**src/rtl/dmem_sram_like_bridge_pkg.sv**
```systemverilog
// Shared types and constants for the data-side sram-like bus bridge.
// Holds the FSM state encoding and the bus transfer-size codes.
package dmem_sram_like_bridge_pkg;

    typedef enum logic [1:0] {
        IDLE = 2'd0,
        ADDR = 2'd1,
        DATA = 2'd2,
        HOLD = 2'd3
    } bridgeState_e;

    localparam logic [1:0] SZ_BYTE = 2'd0;
    localparam logic [1:0] SZ_HALF = 2'd1;
    localparam logic [1:0] SZ_WORD = 2'd2;

    // Any enabled byte lane marks the access as a store.
    function automatic logic isStore(input logic [3:0] wen);
        return |wen;
    endfunction

endpackage

```
**src/rtl/dmem_sram_like_bridge.sv**
```systemverilog
// Converts the core's single-cycle M-stage data access into one sram-like
// req/addr_ok/data_ok transaction, stalling the core until it completes.
module dmem_sram_like_bridge
    import dmem_sram_like_bridge_pkg::*;
#(
    parameter int unsigned ADDR_W = 32,
    parameter int unsigned DATA_W = 32
) (
    input  logic              clk,
    input  logic              rst,
    input  logic              mem_en,
    input  logic [3:0]        mem_wen,
    input  logic [1:0]        mem_size,
    input  logic [ADDR_W-1:0] mem_addr,
    input  logic [DATA_W-1:0] mem_wdata,
    input  logic              except_flush,
    input  logic              cpu_stall,
    output logic [DATA_W-1:0] mem_rdata,
    output logic              d_stall,
    output logic              data_req,
    output logic              data_wr,
    output logic [1:0]        data_size,
    output logic [ADDR_W-1:0] data_addr,
    output logic [DATA_W-1:0] data_wdata,
    input  logic              data_addr_ok,
    input  logic              data_data_ok,
    input  logic [DATA_W-1:0] data_rdata
);

    bridgeState_e state;
    logic         discard;
    logic         dropNow;

    // A flush arriving together with data_ok still cancels the response.
    assign dropNow = discard | except_flush;

    // HOLD means the current M-stage access has already completed.
    assign d_stall = mem_en & ~except_flush & (state != HOLD);

    // Transaction FSM with the request-latch register bank.
    always_ff @(posedge clk or posedge rst) begin
        if (rst) begin
            state      <= IDLE;
            discard    <= 1'b0;
            data_req   <= 1'b0;
            data_wr    <= 1'b0;
            data_size  <= 2'd0;
            data_addr  <= '0;
            data_wdata <= '0;
            mem_rdata  <= '0;
        end else begin
            case (state)
                IDLE: begin
                    discard <= 1'b0;
                    if (mem_en && !except_flush) begin
                        data_wr    <= isStore(mem_wen);
                        data_size  <= mem_size;
                        data_addr  <= mem_addr;
                        data_wdata <= mem_wdata;
                        data_req   <= 1'b1;
                        state      <= ADDR;
                    end
                end
                ADDR: begin
                    if (except_flush) begin
                        discard <= 1'b1;
                    end
                    if (data_addr_ok) begin
                        data_req <= 1'b0;
                        state    <= DATA;
                    end
                end
                DATA: begin
                    if (except_flush) begin
                        discard <= 1'b1;
                    end
                    if (data_data_ok) begin
                        if (dropNow) begin
                            discard <= 1'b0;
                            state   <= IDLE;
                        end else begin
                            if (!data_wr) begin
                                mem_rdata <= data_rdata;
                            end
                            state <= HOLD;
                        end
                    end
                end
                HOLD: begin
                    // Leave only when the instruction moves out of M.
                    if (except_flush || !cpu_stall) begin
                        state <= IDLE;
                    end
                end
                default: begin
                    state <= IDLE;
                end
            endcase
        end
    end

endmodule

```
**config.mk**
```make
export PLATFORM = sky130hd
export DESIGN_NAME = dmem_sram_like_bridge
export DESIGN_NICKNAME = d
export VERILOG_FILES = /design/src/rtl/dmem_sram_like_bridge_pkg.sv /design/src/rtl/dmem_sram_like_bridge.sv
export SDC_FILE = /design/constraint.sdc
export NUM_CORES = 1
export LEC_CHECK = 0
export ABC_AREA = 1
export BUFFER_PORTS_ARGS = -buffer_cell sky130_fd_sc_hd__buf_2
export CAP_MARGIN = 20
export CORE_MARGIN = 3
export CORE_UTILIZATION = 50
export CTS_BUF_LIST = sky130_fd_sc_hd__clkbuf_2 sky130_fd_sc_hd__clkbuf_4 sky130_fd_sc_hd__clkbuf_8
export DETAILED_ROUTE_END_ITERATION = 12
export GPL_TIMING_DRIVEN = 0
export PLACE_DENSITY = 0.95
export SYNTH_ARGS = -nofsm -noshare
export SYNTH_HDL_FRONTEND = slang
export SYNTH_SLANG_ARGS = --single-unit
```
**constraint.sdc**
```tcl
create_clock -name clk -period 6.9 [get_ports clk]
set_input_delay 1.38 -clock clk [delete_from_list [all_inputs] [get_ports clk]]
set_output_delay 1.38 -clock clk [all_outputs]
set_load 0.1 [all_outputs]
```
======== After elaboration in Yosys (flattened, before gate mapping) ========
Cells that the tools add are included.
W data, S select, Z words.
word-level totals
  flip-flop bits (word level) ............. 103
  input port bits ......................... 109
  output and inout bits ................... 101
  word-level logic and storage cells ...... 47
cells by class
  eq/ne operators ......................... 8
  mux-type cells .......................... 13
  bitwise gates (word level) .............. 6
  reductions and logical operators ........ 12
operator list
  operator              count
  $mux W2               5
  $ne A2 B2 Y1 const B  5
  $pmux W2 S4           1
  $reduce_and A4 Y1     2
  $mux W1               5
  $eq A2 B2 Y1 const B  2
  $reduce_or A4 Y1      1
  $not A1 Y1            3
  $pmux W1 S3           1
  $reduce_and A3 Y1     1
  $reduce_bool A3 Y1    1
  $and A1 B1 Y1         2
  $eq A2 B1 Y1 const B  1
  $logic_not A1 Y1      2
  $logic_not A2 Y1      1
  $pmux W1 S2           1
  $reduce_and A2 Y1     1
  $reduce_bool A2 Y1    1
  $logic_and A1 B1 Y1   1
  $logic_or A1 B1 Y1    1
  $or A1 B1 Y1          1

======== Depth between registers and ports, before layout ========
  depth in word-level cells ............... 4
  mapped depth ............................ 8
  gate-level depth less buffers ........... 7

======== Worst setup path after synthesis ========
Ideal clock, no wire load.
  kind .................................... input to output
  start point ............................. in except_flush
  end point ............................... out d_stall
  data arrival time ....................... 2.743 ns
  setup slack ............................. 2.777 ns
  stages .................................. 3
  path through ............................ inv_2 -> nand2_1 -> nor2_1
on the way
  word-level cells in the longest chain between the ends .. 3
RTL lines
  item                         line                         text
  start, declared              dmem_sram_like_bridge.sv:16  input logic except_flush,
  $not A1 Y1                   dmem_sram_like_bridge.sv:38  assign d_stall = mem_en & ~except_flush & (state != HOLD);
  $and A1 B1 Y1 (2 in series)  dmem_sram_like_bridge.sv:38
  end, declared                dmem_sram_like_bridge.sv:19  output logic d_stall,
Every way passes these cells.

======== Worst setup path after layout ========
Same ends and word-level chain as after synthesis.

==> run_results.csv <==
group,metric,value,unit
timing,report.final.slew_viol_count,0,
cts,ctsHtreeMaxLevel,3,
synthesis,avgSynthCellArea,9.15,sq um
grt,met1_usage,27.5,%
cts,cts_tree,"yes",
timing,rsz0062_at_grt,"no",
setup_path,path_buf_inv,3,
setup_path,critPathTopFamily,"buffers and inverters",
synthesis,synth.distinct_cells,19,
setup_path,path_cells,"buf_2 > inv_2 > nand2_1 > nor2_1 > buf_2",
setup_path,path_max_fanout,3,
drt,first_pass_iters,4,
drt,finalWirelength,10900,microns
cells_and_area,layout_common_cells,"nand2_1 (247), buf_2 (218), dfrtp_1 (103)",
synthesis,yosysSeqAreaShare,60.3,%
cts,numCtsBuffers,9,
job,max_cap_violations,0,
drt,vias,3775,
grt,track_usage,22.8,%
cells_and_area,multiInputGateArea,0.00137,sq mm
timing,fmax,281,MHz
synthesis,yosys_warnings,0,
cts,post_cts_buffers,0,
cts,cts_resized,0,
grt,busiest_layer,"met2",
floorplanning,initial_core_util,51.8,%
placed_design,gp_congestion,0.842,
setup_path,cp.arrival,2180,ps
cells_and_area,mostFrequentLayoutCell,"nand2_1",
cells_and_area,antennaDiodeCount,0,
timing,whs,481,ps
timing,tightest_slew,608,ps
floorplanning,core_area,0.00826,sq mm
floorplanning,dieArea,0.00969,sq mm
synthesis,netlist_area,0.00427,sq mm
floorplanning,ios,210,
setup_path,cp-start-kind,"input pin",
floorplanning,rows,33,
timing,setup_viol,0,
cts,cts_root_buffer,"clkbuf_8",
synthesis,syn-num-nets,581,
grt,grt_util_met3,5.73,%
cts,postCtsHoldBufs,0,
drt,ant_nets,0,
setup_path,cp_slowest_stage_delay,440,ps
synthesis,syn_inst,467,
timing,slew-limit-headroom,59.4,%
setup_path,cp.required,5520,ps
timing,finalHoldViolCount,0,
cts,clock_path_buffers,2,
grt,overflow,0,
cells_and_area,layout-drive-gt1-share,40.3,%
placed_design,pre_cts_ws,3330,ps
timing,finalWorstSetupSlack,3340,ps
drt,via_per_inst,4.73,
setup_path,crit_type,"in2out",
cts,cts_sinks,103,
setup_path,rrSetupSlack,5230,ps
outcome,status,"finished, final reports clean",
placed_design,place_area,0.00548,sq mm
grt,grt_pass1_wl,17800,microns
timing,setup_tns,0,ps
cts,insertion_delay,360,ps
floorplanning,die_w,98.5,microns
timing,min_period,3560,ps
setup_path,critPathMostFrequentCell,"buf_2",
cells_and_area,synthToLayoutAreaGrowth,33.2,%
grt,grt_max_degree,57,
setup_path,endpoint_kind,"primary output",
grt,gr-usage-met2,39.6,%
cells_and_area,seqCellArea,0.00258,sq mm
floorplanning,die_y,98.5,microns
grt,antenna_found_initial,0,
cells_and_area,fillers,638,
cells_and_area,fin_area,0.00569,sq mm
drt,drtIter0Drc,83,
placed_design,portBuffers,209,
cells_and_area,nets,802,
cts,clk_pin_slew,100,ps
drt,wl_per_cell,13.7,microns
timing,fin_crit_sh,51.6,%
worst_hold_path,min_path_type,"reg2reg",
drt,drc,0,
grt,grt_pass1_vias,3830,
synthesis,yosys_register_bits,103,
timing,fin_skew,16.4,ps
setup_path,crit_slowest_cell,"buf_2",
placed_design,dp_hpwl,8690,microns
final cells by class:
class / instances / area share [%]
timing repair buffer: 210 / 18.9
tap: 105 / 2.31
clock inverter: 6 / 1.32
sequential: 103 / 45.3
clock buffer: 10 / 2.42
inverter: 42 / 2.81
buffer: 20 / 2.90
multi-input combinational: 302 / 24.1
Yosys cell counts:
library cell	instances	area [sq um]
inv_2	2	7.51
ha_1	5	62.6
o21bai_1	2	15.0
nand3b_1	1	7.51
nor2_1	4	15.0
o21ai_0	4	20.0
nand3_1	3	15.0
nand3_2	1	10.0
nand2_1	247	927
buf_2	9	45.0
nor2_4	1	11.3
a21o_1	1	7.51
o21ai_1	5	25.0
inv_1	40	150
dfrtp_1	103	2580
o21ai_2	27	236
buf_4	1	7.51
buf_6	10	113
nand4_4	1	21.3
cells by family (layout without fill, tap and decap cells):
logic type	after synthesis	count (layout)	synth area share (%)
AO/OA/AOI/OAI	39	39	7.11
buffers and inverters	62	288	7.55
AND/OR/NAND/NOR	258	258	23.6
adder cells (fa/ha/maj)	5	5	1.46
flip-flops	103	103	60.3
registers in the layout, summed over array words and instances (netlist names):
| register | count |
|---|---|
| data_req | 1 |
| discard | 1 |
| data_size | 2 |
| state | 2 |
| data_addr | 32 |
| mem_rdata | 32 |
| data_wr | 1 |
| data_wdata | 32 |
worst min-delay path, cell delays in order (launching register included):
cell and delay [ps]:
dfrtp_1 360, nand2_1 50, nand2_1 50
final timing paths:
path	startpoint	endpoint	cells past startpoint
setup / recovery	except_flush	d_stall	5
hold / removal	data_req	data_req	2
setup reg to reg	state[1]	data_wdata[22]	8
hold reg to reg	data_req	data_req	2
max in group asynchronous	rst	data_addr[28]	3
min in group asynchronous	rst	mem_rdata[5]	2
through the flow:
step | cells | utilization [%]
final | 798 | 69.0
after global routing | 798 | 69.0
after CTS | 798 | 69.0
after detailed placement | 782 | 66.4
after global placement | 781 | 66.0
after floorplan | 467 | -
per-layer routing:
metal | vias up | part of all wire (%)
met3 | 15 | 8.1
li1 | 1848 | -
met1 | 1755 | 40
met4 | 0 | 1.8
met2 | 157 | 51
met5 | - | 0
Power is not shown: default switching activity piles up to over one toggle a cycle in this logic, so the estimate is an artifact.
